## config.mk

```make
export PLATFORM = sky130hd
export DESIGN_NAME = irq_controller_flat
export DESIGN_NICKNAME = d
export VERILOG_FILES = /design/src/rtl/irq_pkg.sv /design/src/rtl/irq_controller_if.sv /design/src/rtl/irq_prio_enc.sv /design/src/rtl/irq_controller.sv /design/src/flat_wrapper.sv
export SDC_FILE = /design/constraint.sdc
export NUM_CORES = 1
export LEC_CHECK = 0
export BUFFER_PORTS_ARGS = -buffer_cell sky130_fd_sc_hd__buf_2
export CAP_MARGIN = 20
export CORE_ASPECT_RATIO = 0.8
export CORE_MARGIN = 3
export CORE_UTILIZATION = 40
export DETAILED_ROUTE_END_ITERATION = 8
export PLACE_DENSITY = 0.87
export SETUP_SLACK_MARGIN = 0.1
export SLEW_MARGIN = 20
export SYNTH_ARGS = -nofsm -noshare
export SYNTH_HDL_FRONTEND = slang
export SYNTH_HIERARCHICAL = 1
export SYNTH_SLANG_ARGS = --single-unit
```

## constraint.sdc

```tcl
create_clock -name clk -period 1.7 [get_ports clk]
set_clock_uncertainty 0.15 [all_clocks]
set_input_delay 0.255 -clock clk [delete_from_list [all_inputs] [get_ports clk]]
set_output_delay 0.255 -clock clk [all_outputs]
set_load 0.1 [all_outputs]
```

## src/rtl/irq_pkg.sv

```systemverilog
// Shared types and constants for the interrupt controller slice.
package irq_pkg;

    typedef enum logic [1:0] {
        IDLE    = 2'd0,
        ISSUE   = 2'd1,
        SERVICE = 2'd2
    } state_t;

    localparam logic [31:0] IRQ_VECTOR = 32'd240;

    // Cause index width for a given source count; never narrower than one bit.
    function automatic int cause_w(input int n);
        return (n <= 2) ? 1 : $clog2(n);
    endfunction

endpackage

```

## src/rtl/irq_controller_if.sv

```systemverilog
// Trap-side handshake between the interrupt controller and the CSR/trap stage.
interface irq_controller_if #(
    parameter int CAUSE_W = 2
);
    logic               stall;
    logic               mret;
    logic               interrupt;
    logic [CAUSE_W-1:0] irq_cause;
    logic [31:0]        vector;
    logic               in_service;

    // Controller side: requests traps, observes pipeline stall and handler return.
    modport master (
        input  stall, mret,
        output interrupt, irq_cause, vector, in_service
    );

    // CSR/trap stage side.
    modport slave (
        output stall, mret,
        input  interrupt, irq_cause, vector, in_service
    );
endinterface

```

## src/rtl/irq_prio_enc.sv

```systemverilog
// Lowest-index-wins priority encoder: index 0 has the highest priority.
module irq_prio_enc #(
    parameter int N = 4,
    parameter int W = 2
) (
    input  logic [N-1:0] req,
    output logic [W-1:0] idx,
    output logic         valid
);

    // Scan from the top down so the lowest set index is the last one written.
    always_comb begin
        idx   = '0;
        valid = 1'b0;
        for (int i = N - 1; i >= 0; i--) begin
            if (req[i]) begin
                idx   = W'(i);
                valid = 1'b1;
            end
        end
    end

endmodule

```

## src/rtl/irq_controller.sv

```systemverilog
// Interrupt initiator: edge-latches IRQ lines, picks one by fixed priority,
// issues a single-cycle trap request and waits for mret before the next one.
module irq_controller
    import irq_pkg::*;
#(
    parameter int          NUM_SRC = 4,
    parameter int          CAUSE_W = 2,
    parameter logic [31:0] VECTOR  = IRQ_VECTOR
) (
    input  logic                 clk,
    input  logic                 reset_n,
    input  logic [NUM_SRC-1:0]   irq_src,
    input  logic [NUM_SRC-1:0]   irq_en,
    input  logic                 mie,
    irq_controller_if.master     trap,
    output logic [NUM_SRC-1:0]   pending
);

    state_t               state_q, state_d;
    logic [NUM_SRC-1:0]   src_q;
    logic [NUM_SRC-1:0]   pend_set;
    logic [NUM_SRC-1:0]   pend_clr;
    logic [NUM_SRC-1:0]   eligible;
    logic [CAUSE_W-1:0]   cause_q, cause_d;
    logic [CAUSE_W-1:0]   win_idx;
    logic                 win_vld;
    logic                 dispatch;

    assign pend_set = irq_src & ~src_q;
    assign eligible = pending & irq_en;

    // The trap is taken on the first unstalled ISSUE cycle.
    assign dispatch = (state_q == ISSUE) && !trap.stall;
    assign pend_clr = dispatch ? (NUM_SRC'(1) << cause_q) : '0;

    irq_prio_enc #(
        .N (NUM_SRC),
        .W (CAUSE_W)
    ) u_prio (
        .req   (eligible),
        .idx   (win_idx),
        .valid (win_vld)
    );

    // Edge-detect history; cleared on reset so a line high at release counts as an edge.
    always_ff @(posedge clk or negedge reset_n) begin
        if (!reset_n) src_q <= '0;
        else          src_q <= irq_src;
    end

    // Pending events: a new edge on the same bit beats the dispatch clear.
    always_ff @(posedge clk or negedge reset_n) begin
        if (!reset_n) pending <= '0;
        else          pending <= (pending & ~pend_clr) | pend_set;
    end

    // State and latched cause registers.
    always_ff @(posedge clk or negedge reset_n) begin
        if (!reset_n) begin
            state_q <= IDLE;
            cause_q <= '0;
        end else begin
            state_q <= state_d;
            cause_q <= cause_d;
        end
    end

    // Next-state: arbitrate in IDLE, hold through stalls in ISSUE, wait for mret in SERVICE.
    always_comb begin
        state_d = state_q;
        cause_d = cause_q;
        case (state_q)
            IDLE: begin
                if (mie && win_vld) begin
                    state_d = ISSUE;
                    cause_d = win_idx;
                end
            end
            ISSUE: begin
                if (!trap.stall) state_d = SERVICE;
            end
            SERVICE: begin
                if (trap.mret) state_d = IDLE;
            end
            default: state_d = IDLE;
        endcase
    end

    assign trap.interrupt  = dispatch;
    assign trap.irq_cause  = cause_q;
    assign trap.vector     = VECTOR;
    assign trap.in_service = (state_q == SERVICE);

endmodule
```

## src/flat_wrapper.sv

```systemverilog
// flat-port wrapper written by rule: the top's interface ports become plain ports
module irq_controller_flat import irq_pkg::*;
#(
    parameter int          NUM_SRC = 4,
    parameter int          CAUSE_W = 2,
    parameter logic [31:0] VECTOR  = IRQ_VECTOR
)
  (clk, reset_n, irq_src, irq_en, mie, pending, trap_stall, trap_mret, trap_interrupt, trap_irq_cause, trap_vector, trap_in_service);
  irq_controller_if #(.CAUSE_W(CAUSE_W)) trap_i ();
  input  logic clk;
  input  logic reset_n;
  input  logic [NUM_SRC-1:0] irq_src;
  input  logic [NUM_SRC-1:0] irq_en;
  input  logic mie;
  output logic [NUM_SRC-1:0] pending;
  input wire logic [$bits(trap_i.stall)-1:0] trap_stall;
  input wire logic [$bits(trap_i.mret)-1:0] trap_mret;
  output wire logic [$bits(trap_i.interrupt)-1:0] trap_interrupt;
  output wire logic [$bits(trap_i.irq_cause)-1:0] trap_irq_cause;
  output wire logic [$bits(trap_i.vector)-1:0] trap_vector;
  output wire logic [$bits(trap_i.in_service)-1:0] trap_in_service;
  assign trap_i.stall = trap_stall;
  assign trap_i.mret = trap_mret;
  assign trap_interrupt = trap_i.interrupt;
  assign trap_irq_cause = trap_i.irq_cause;
  assign trap_vector = trap_i.vector;
  assign trap_in_service = trap_i.in_service;
  irq_controller #(.NUM_SRC(NUM_SRC), .CAUSE_W(CAUSE_W), .VECTOR(VECTOR)) u_core (.clk(clk), .reset_n(reset_n), .irq_src(irq_src), .irq_en(irq_en), .mie(mie), .trap(trap_i), .pending(pending));
endmodule
```

==> results of run 1 <==
-- tightest hold or removal path, delay by kind of cell --
kind | cells | cell delay, ps
buffers and inverters | 2 | 130
AO/OA/AOI/OAI | 1 | 100
-- placed cells by master, fill, tap and decap left out, types with 2 or more instances in the layout --
master	n
conb_1	32
buf_2	17
inv_1	10
dlygate4sd3_1	5
dfrtp_1	5
o221ai_1	4
dfrtp_4	4
clkbuf_4	3
buf_4	3
nand2b_1	3
nand2_1	3
and2_4	3
dfrtp_2	3
buf_12	2
mux2_4	2
-- kinds of logic (layout without fill, tap and decap cells) --
| logic type | count (synthesis) | in the layout | share of synthesized area (%) |
|---|---|---|---|
| simple gates | 20 | 20 | 16.9 |
| buf+inv | 42 | 41 | 34.4 |
| other cells | 2 | 32 | 0.929 |
| flops | 12 | 12 | 37.2 |
| mux | 2 | 2 | 3.72 |
| compound gates | 7 | 7 | 6.97 |
-- sequential cells by signal (all words and copies together), names as in the netlist --
| name | flops |
|---|---|
| u_core/pending | 4 |
| u_core/src_q | 4 |
| u_core/state_q | 2 |
| u_core/trap.irq_cause | 2 |
-- path summary, 6_finish.rpt --
check                           slack [ps]               from                       end
worst max-delay path                   100  u_core/pending[1]  u_core/trap.irq_cause[1]
worst min-delay path                   100          trap_mret         u_core/state_q[1]
worst max register to register         100  u_core/pending[1]  u_core/trap.irq_cause[1]
worst min register to register         320    u_core/src_q[0]         u_core/pending[0]
max in group asynchronous              920            reset_n         u_core/pending[1]
min in group asynchronous              250            reset_n           u_core/src_q[0]
-- area by class of cell --
cell class	count	share of cell area, %
Clock buffer	4	3.63
Inverter	10	3.75
Multi-Input combinational cell	61	38.2
Sequential cell	12	31.9
Tap cell	22	2.75
Timing Repair Buffer	27	19.8
-- metrics by stage --
stage	util, %	power [µW]	worst slack [ps]
floorplan	-	1470	-31.1
global placement	50.3	1580	145
detailed placement	50.3	1600	131
CTS	55.5	1850	98.9
global route	56.9	1950	56.0
finish	56.9	1880	101
-- report_power, final --
group | internal [µW] | switching (µW)
Combinational | 304 | 888
Sequential | 374 | 81.7
Clock | 130 | 98.0
-- per-layer routing --
| layer | vias up | share of wire [%] |
|---|---|---|
| met5 | - | 0 |
| met2 | 34 | 50 |
| met3 | 2 | 11 |
| met1 | 249 | 39 |
| met4 | 0 | 0.69 |
| li1 | 262 | - |
-- timing repair --
action / in CTS / in global routing
endpoints found under the setup margin: 2 / 3
hold buffers: 5 / 0
resized for setup: 3 / 3
endpoints found under the hold margin: 16 / 0
buffers inserted: 0 / 2
pin swaps: 0 / 6
==> flow_summary.yaml, run 1 <==
synth:
  synth_top_flop_cell: "dfrtp_1"
  syn_area_um2: 808
  yosys-top-cells-area: "dfrtp_1, buf_4, inv_1, o221ai_1, mux2_4"
  synth-edff-count: 0
  avgSynthCellArea_um2: 9.51
  yosysMostFrequentCell: "buf_4"
  synthArstFlopShare_pct: 100
  ys_seq_area_share_pct: 37.2
  synth_common_cells: "buf_4, dfrtp_1, inv_1"
  synth.distinct_cells: 20
  synth_top_area_share_pct: 37.2
  synth.ff_latch_count: 12
  yosysWarnings: 6
  syn_inst: 85
  yosysTopAreaCell: "dfrtp_1"
critical_path:
  crit_buf_inv: 0
  worst_r2r_path_depth: 5
  path_depth: 5
  crit_type: "reg2reg"
  start_kind: "register"
  end_kind: "register"
  path_cells: "and2_1 -> nor2_2 -> nand2_2 -> and4bb_4 -> mux2_4"
  slowest_stage: "dfrtp_4"
  crit_arrival_ps: 1610
  required_ps: 1710
  crit_family: "simple AND/OR/NAND/NOR gates"
  crit_fanout: 4
  critical_path.max_stage_delay_ps: 490
route:
  firstDrtPassIters: 4
  drt-vias-per-instance: 4.02
  final_antenna_net_count: 0
  vias: 547
  drt_iter0_drc: 6
  route.detailed.drc: 0
  wl_um: 1450
  routedWlPerCell_um: 10.6
grt:
  grt_max_degree: 13
  first_global_vias: 531
  track_usage_pct: 11.7
  met1_usage_pct: 12.4
  grt_overflow_total: 0
  grt_pass1_wl_um: 2260
  globalRouteMet3Util_pct: 2.80
  top_usage_layer: "met2"
  use_met2_pct: 21.4
  antenna_found_initial: 0
flow_run:
  maxCapViolCount: 0
floorplanning:
  die_w_um: 56.3
  start_util_pct: 46.0
  die_y_um: 46.2
  ios: 53
  rows: 13
  die-area_mm2: 0.00260
  core-area_mm2: 0.00176
power:
  peakVddDrop_mv: 1.29
  p_leak_uw: 0.000535
  power_density_mw_per_mm2: 1880
final_layout:
  finalNonFillerCells: 136
  fin_area_um2: 1000
  drive_gt1_share_pct: 41.2
  diodes: 0
  final_nets: 128
  multi_input_area_um2: 382
  area_growth_pct: 23.7
  fill_cells: 171
  seq_area_um2: 319
timing:
  rsz0062_at_grt: "true"
  period_minus_slack_ps: 1600
  fmax_ghz: 0.625
  fin_crit_sh_pct: 94.1
  slew_viol_final: 0
  finalHoldViolCount: 0
  tns_ps: 0
  holdWs_ps: 102
  setup_viol: 0
place:
  port_buffers: 20
  post-dp-hpwl_um: 1150
  place_inst: 125
  gp_congestion: 0.746
  placed_area_um2: 883
clocking:
  clk_path_buf_depth: 2
  cts.sinks: 12
  htreeDepth: 1
  cts_tree: "built"
  cts-root-buf: "clkbuf_4"
  path_clk_slew_ps: 80
  insertion_delay_ps: 270
  cts_made_buffers: 3
worst_hold_path:
  hold_depth: 3
  hp-class: "in2reg"
outcome:
  status: "finished clean"
Note: power is estimated with default switching activity, not from simulation.
==> run 2: changes to the inputs <==
CORE_MARGIN = 1.5   (was 3)
CTS_CLUSTER_SIZE = 14   (was default)
PLACE_DENSITY = 0.77   (was 0.87)
==> run 2 against run 1 <==
  * Maximum frequency is 1.6% higher
  * Combinational power is 3% higher
  * Via count is 5.7% higher
  * Power is 1.8% higher
  * First-iteration DRC count is 33% lower
  * Routed wire length is 3.5% lower
  * Count of clock-buffer cells in the layout stayed put
  * Cell area is 3.3% higher
  * Global-route usage is 2.0 points higher
  * Largest power group unchanged
==> flow_summary.yaml, run 2 (same netlist as run 1, synthesis figures left out) <==
route:
  route.detailed.drc: 0
  firstDrtPassIters: 3
  drt-vias-per-instance: 4.10
  routedWlPerCell_um: 9.91
  drt_iter0_drc: 4
  wl_um: 1400
  vias: 578
  final_antenna_net_count: 0
final_layout:
  diodes: 0
  final_common_cell: "conb_1"
  drive_gt1_share_pct: 43.6
  reg_top3: "u_core/pending (4), u_core/src_q (4)"
  final_cell_mix: "conb_1, buf_2, inv_1"
  final_core_util_pct: 54.6
  area_growth_pct: 27.7
  final_nets: 131
  fin_area_mm2: 0.00103
flow_run:
  maxCapViolCount: 0
clocking:
  cts.sinks: 12
  cts-root-buf: "clkbuf_4"
  htreeDepth: 1
  clk_path_buf_depth: 2
  path_clk_slew_ps: 80
  cts_made_buffers: 3
  cts_tree: "built"
  insertion_delay_ps: 280
power:
  peakVddDrop_mv: 1.39
  p_leak_uw: 0.000552
  power_density_mw_per_mm2: 1850
grt:
  grt_max_degree: 13
  track_usage_pct: 13.7
  first_global_vias: 480
  grt_overflow_total: 0
  grt_pass1_wl_um: 2100
  antenna_found_initial: 0
floorplanning:
  start_util_pct: 42.7
  rows: 14
  die-area_mm2: 0.00230
  die_w_um: 53.3
  ios: 53
  die_y_um: 43.2
  core-area_mm2: 0.00189
critical_path:
  required_ps: 1720
  end_kind: "register"
  crit_type: "reg2reg"
  crit_arrival_ps: 1590
  crit_fanout: 3
  rrSetupSlack_ps: 130
  start_kind: "register"
place:
  placed_area_um2: 886
  post-dp-hpwl_um: 1010
  port_buffers: 20
  gp_congestion: 0.732
timing:
  slew_viol_final: 0
  finalHoldViolCount: 0
  period_minus_slack_ps: 1570
  fin_crit_sh_pct: 92.6
  fmax_ghz: 0.635
  rsz0062_at_grt: "true"
  holdWs_ps: 92.0
  setup_viol: 0
worst_hold_path:
  hp-class: "in2reg"
outcome:
  status: "finished clean"
## run 2: cell count changes in the layout (fill, tap and decap cells not counted), sizes merged
cell,before,now
buf,22,25
## run 2: cell type report
cell class / count / area [µm²]
clock buffers: 4 / 36.3
fillers: 181 / 860
inverters: 10 / 37.5
multi-input cells: 61 / 389
flip-flops and latches: 12 / 319
well taps: 24 / 30.0
repair buffers: 30 / 220
## run 2: where the power goes
| part | leakage [µW] | switching (µW) | internal (µW) |
|---|---|---|---|
| combinational | 0.000401 | 897 | 330 |
| sequential | 0.000131 | 79.2 | 374 |
| clock | 0.0000210 | 98.5 | 130 |
## run 2: routing by layer
metal  global-route usage [%]  wire [µm]
met1                     16.4        570
met2                     20.7        686
met3                     7.39        131
met4                     4.62          8
met5                        0          0
## run 2: critical path, stage by stage (launching register included)
cell and delay, ps:
dfrtp_4 490, and2_4 150, nor2_4 110, nand2_2 70, and4bb_4 200, mux2_4 290
## run 2: metrics by stage
stage	TNS (ps)	instances	total power [µW]	setup WS, ps
global route	0	141	1990	73.8
detailed placement	0	127	1600	107
finish	0	141	1910	126
floorplan	-79.6	115	1470	-31.1
global placement	0	127	1580	147
CTS	0	139	1890	94.0
## run 2: what timing repair did
action,4_1_cts,5_1_grt
resized for setup,3,5
pin swaps,1,2
hold buffers,5,0
setup endpoints to repair,3,3
buffers inserted,3,2
endpoints found under the hold margin,16,0
## run 2: worst paths after layout
path / depth (start not counted) / endpoint / start
worst max-delay path: 5 / u_core/trap.irq_cause[0] / u_core/pending[3]
worst min-delay path: 3 / u_core/state_q[1] / trap_mret
worst max register to register: 5 / u_core/trap.irq_cause[0] / u_core/pending[3]
worst min register to register: 1 / u_core/pending[0] / u_core/src_q[0]
max in group asynchronous: 2 / u_core/pending[3] / reset_n
min in group asynchronous: 2 / u_core/src_q[2] / reset_n
==> run 3: changes to the inputs <==
CORE_UTILIZATION = 37   (was 40)
HOLD_SLACK_MARGIN = 0.02   (was default)
PLACE_DENSITY = 0.75   (was 0.77)
clock period = 1.3 ns   (was 1.7 ns; I/O delays follow)
==> run 3 against run 2 <==
  * Sequential power rose by 32%
  * Critical path depth is the same
  * Register-to-register slack got worse by 370 ps
  * Maximum frequency up 2.0%
  * Routed wire length rose by 26%
  * Combinational power is 69% higher
  * Worst hold slack worse by 51 ps
  * The flow now finishes with violations (setup timing)
  * Non-clock buffer count rose by 12
  * Final cell count grew 8.5%
  * Largest power group unchanged
  * Utilization is 9.3 points higher
  * Critical endpoint is now u_core/trap.irq_cause[1]
  * Clock power increased by 4%
==> flow_summary.yaml, run 3 (same netlist as run 1, synthesis figures left out) <==
grt:
  grt_max_degree: 13
  grt_overflow_total: 0
  first_global_vias: 654
  track_usage_pct: 15.6
  grt_pass1_wl_um: 2870
  antenna_found_initial: 0
flow_run:
  maxCapViolCount: 0
final_layout:
  drive_gt1_share_pct: 50.4
  reg_top3: "u_core/pending (4), u_core/src_q (4)"
  final_common_cell: "conb_1"
  fill_cells: 163
  final_core_util_pct: 63.8
  area_growth_pct: 55.0
  fin_area_mm2: 0.00125
  final_cell_mix: "conb_1, buf_2, buf_4"
  diodes: 0
  final_nets: 143
floorplanning:
  ios: 53
  die_w_um: 55.3
  start_util_pct: 41.2
  core-area_mm2: 0.00196
  die_y_um: 44.8
  rows: 14
  die-area_mm2: 0.00248
power:
  switching_power_uw: 1520
  pwr-share-seq_pct: 20.6
  power_density_mw_per_mm2: 2330
  peakVddDrop_mv: 1.43
  p_leak_uw: 0.000654
  clkPwrFrac_pct: 8.2
  p_int_uw: 1400
  p_comb_share_pct: 71.3
  swShare_pct: 52.0
clocking:
  htreeDepth: 1
  path_clk_slew_ps: 70
  clk_path_buf_depth: 2
  cts_tree: "built"
  cts-root-buf: "clkbuf_4"
  insertion_delay_ps: 270
  cts.sinks: 12
  cts_made_buffers: 3
timing:
  fin_ws_ps: -243
  fin_crit_sh_pct: 119
  rsz0062_at_grt: "true"
  finalHoldViolCount: 0
  period_minus_slack_ps: 1540
  setup_viol: 13
  fmax_ghz: 0.648
  slew_viol_final: 0
  holdWs_ps: 41.3
critical_path:
  end_kind: "register"
  rrSetupSlack_ps: -240
  critPathLaunch: "u_core/pending[1]"
  crit_arrival_ps: 1550
  r2r-end: "u_core/trap.irq_cause[1]"
  required_ps: 1310
  rr_startpoint: "u_core/pending[1]"
  start_kind: "register"
  crit_fanout: 3
  crit_type: "reg2reg"
  critPathCapture: "u_core/trap.irq_cause[1]"
  path_cells: "and2_4 -> nor2_4 -> nand2_2 -> and4bb_4 -> mux2_4"
  slowest_stage: "dfrtp_4"
  critical_path.max_stage_delay_ps: 470
  worst_r2r_path_depth: 5
route:
  final_antenna_net_count: 0
  route.detailed.drc: 0
  drt_iter0_drc: 7
  routedWlPerCell_um: 11.5
  firstDrtPassIters: 2
  wl_um: 1760
  drt-vias-per-instance: 4.04
  vias: 618
worst_hold_path:
  hp-class: "in2reg"
place:
  gp_congestion: 0.685
  post-dp-hpwl_um: 1220
  placed_area_mm2: 0.00105
  port_buffers: 20
outcome:
  status: "finished with violations"
  violations: "setup timing"
## run 3: changes by cell type in the layout (fill, tap and decap cells not counted), sizes merged
cell  delta
buf     +12
## run 3: critical path, delay by kind of cell, from the launching register on
| kind | cells | cell delay, ps |
|---|---|---|
| muxes | 1 | 290 |
| DFF | 1 | 470 |
| and+or+nand+nor | 4 | 520 |
## run 3: timing repair
action	in CTS	in global routing
setup buffers	8	3
endpoints found under the hold margin	16	0
setup endpoints to repair	15	15
gates resized for setup	13	3
hold buffers	5	0
pin swaps	8	3
## run 3: worst min path at each step
stage	from	end	slack, ps	depth (start not counted)
6_report	mie	u_core/state_q[0]	40	3
3_3_place_gp	reset_n	u_core/pending[3]	-70	1
4_1_cts	mie	u_core/state_q[0]	30	3
2_1_floorplan	reset_n	u_core/src_q[0]	-250	0
3_5_place_dp	reset_n	u_core/pending[1]	-60	1
5_1_grt	mie	u_core/state_q[0]	30	3
## run 3: through the flow
stage | worst slack, ps | cells | total power (µW) | TNS, ps
floorplan | -431 | 115 | 1950 | -1700
global placement | -232 | 135 | 2420 | -465
detailed placement | -280 | 135 | 2450 | -644
CTS | -242 | 152 | 2900 | -1780
global route | -286 | 153 | 3030 | -2250
finish | -243 | 153 | 2920 | -1680
## run 3: per-layer routing
| layer | global-route usage (%) | vias to the layer above | wire length [µm] |
|---|---|---|---|
| li1 | - | 293 | - |
| met1 | 15.4 | 288 | 636 |
| met2 | 31.9 | 35 | 994 |
| met3 | 5.16 | 2 | 120 |
| met4 | 4.39 | 0 | 7 |
| met5 | 0 | - | 0 |
## run 3: layout make-up
type                    instances  area (µm²)  share of cell area (%)
inverters                      10        37.5                    3.00
multi-input cells              61         417                    33.3
flip-flops and latches         12         322                    25.7
repair buffers                 42         420                    33.6
clock buffers                   4        26.3                    2.10
well taps                      24        30.0                    2.40
## run 3: power groups by stage
stage	sequential, µW	clock, µW	combinational [µW]
2_1_floorplan	1020	0	937
3_3_place_gp	613	0	1800
3_5_place_dp	617	0	1830
4_1_cts	597	252	2050
5_1_grt	614	266	2150
6_report	600	239	2080
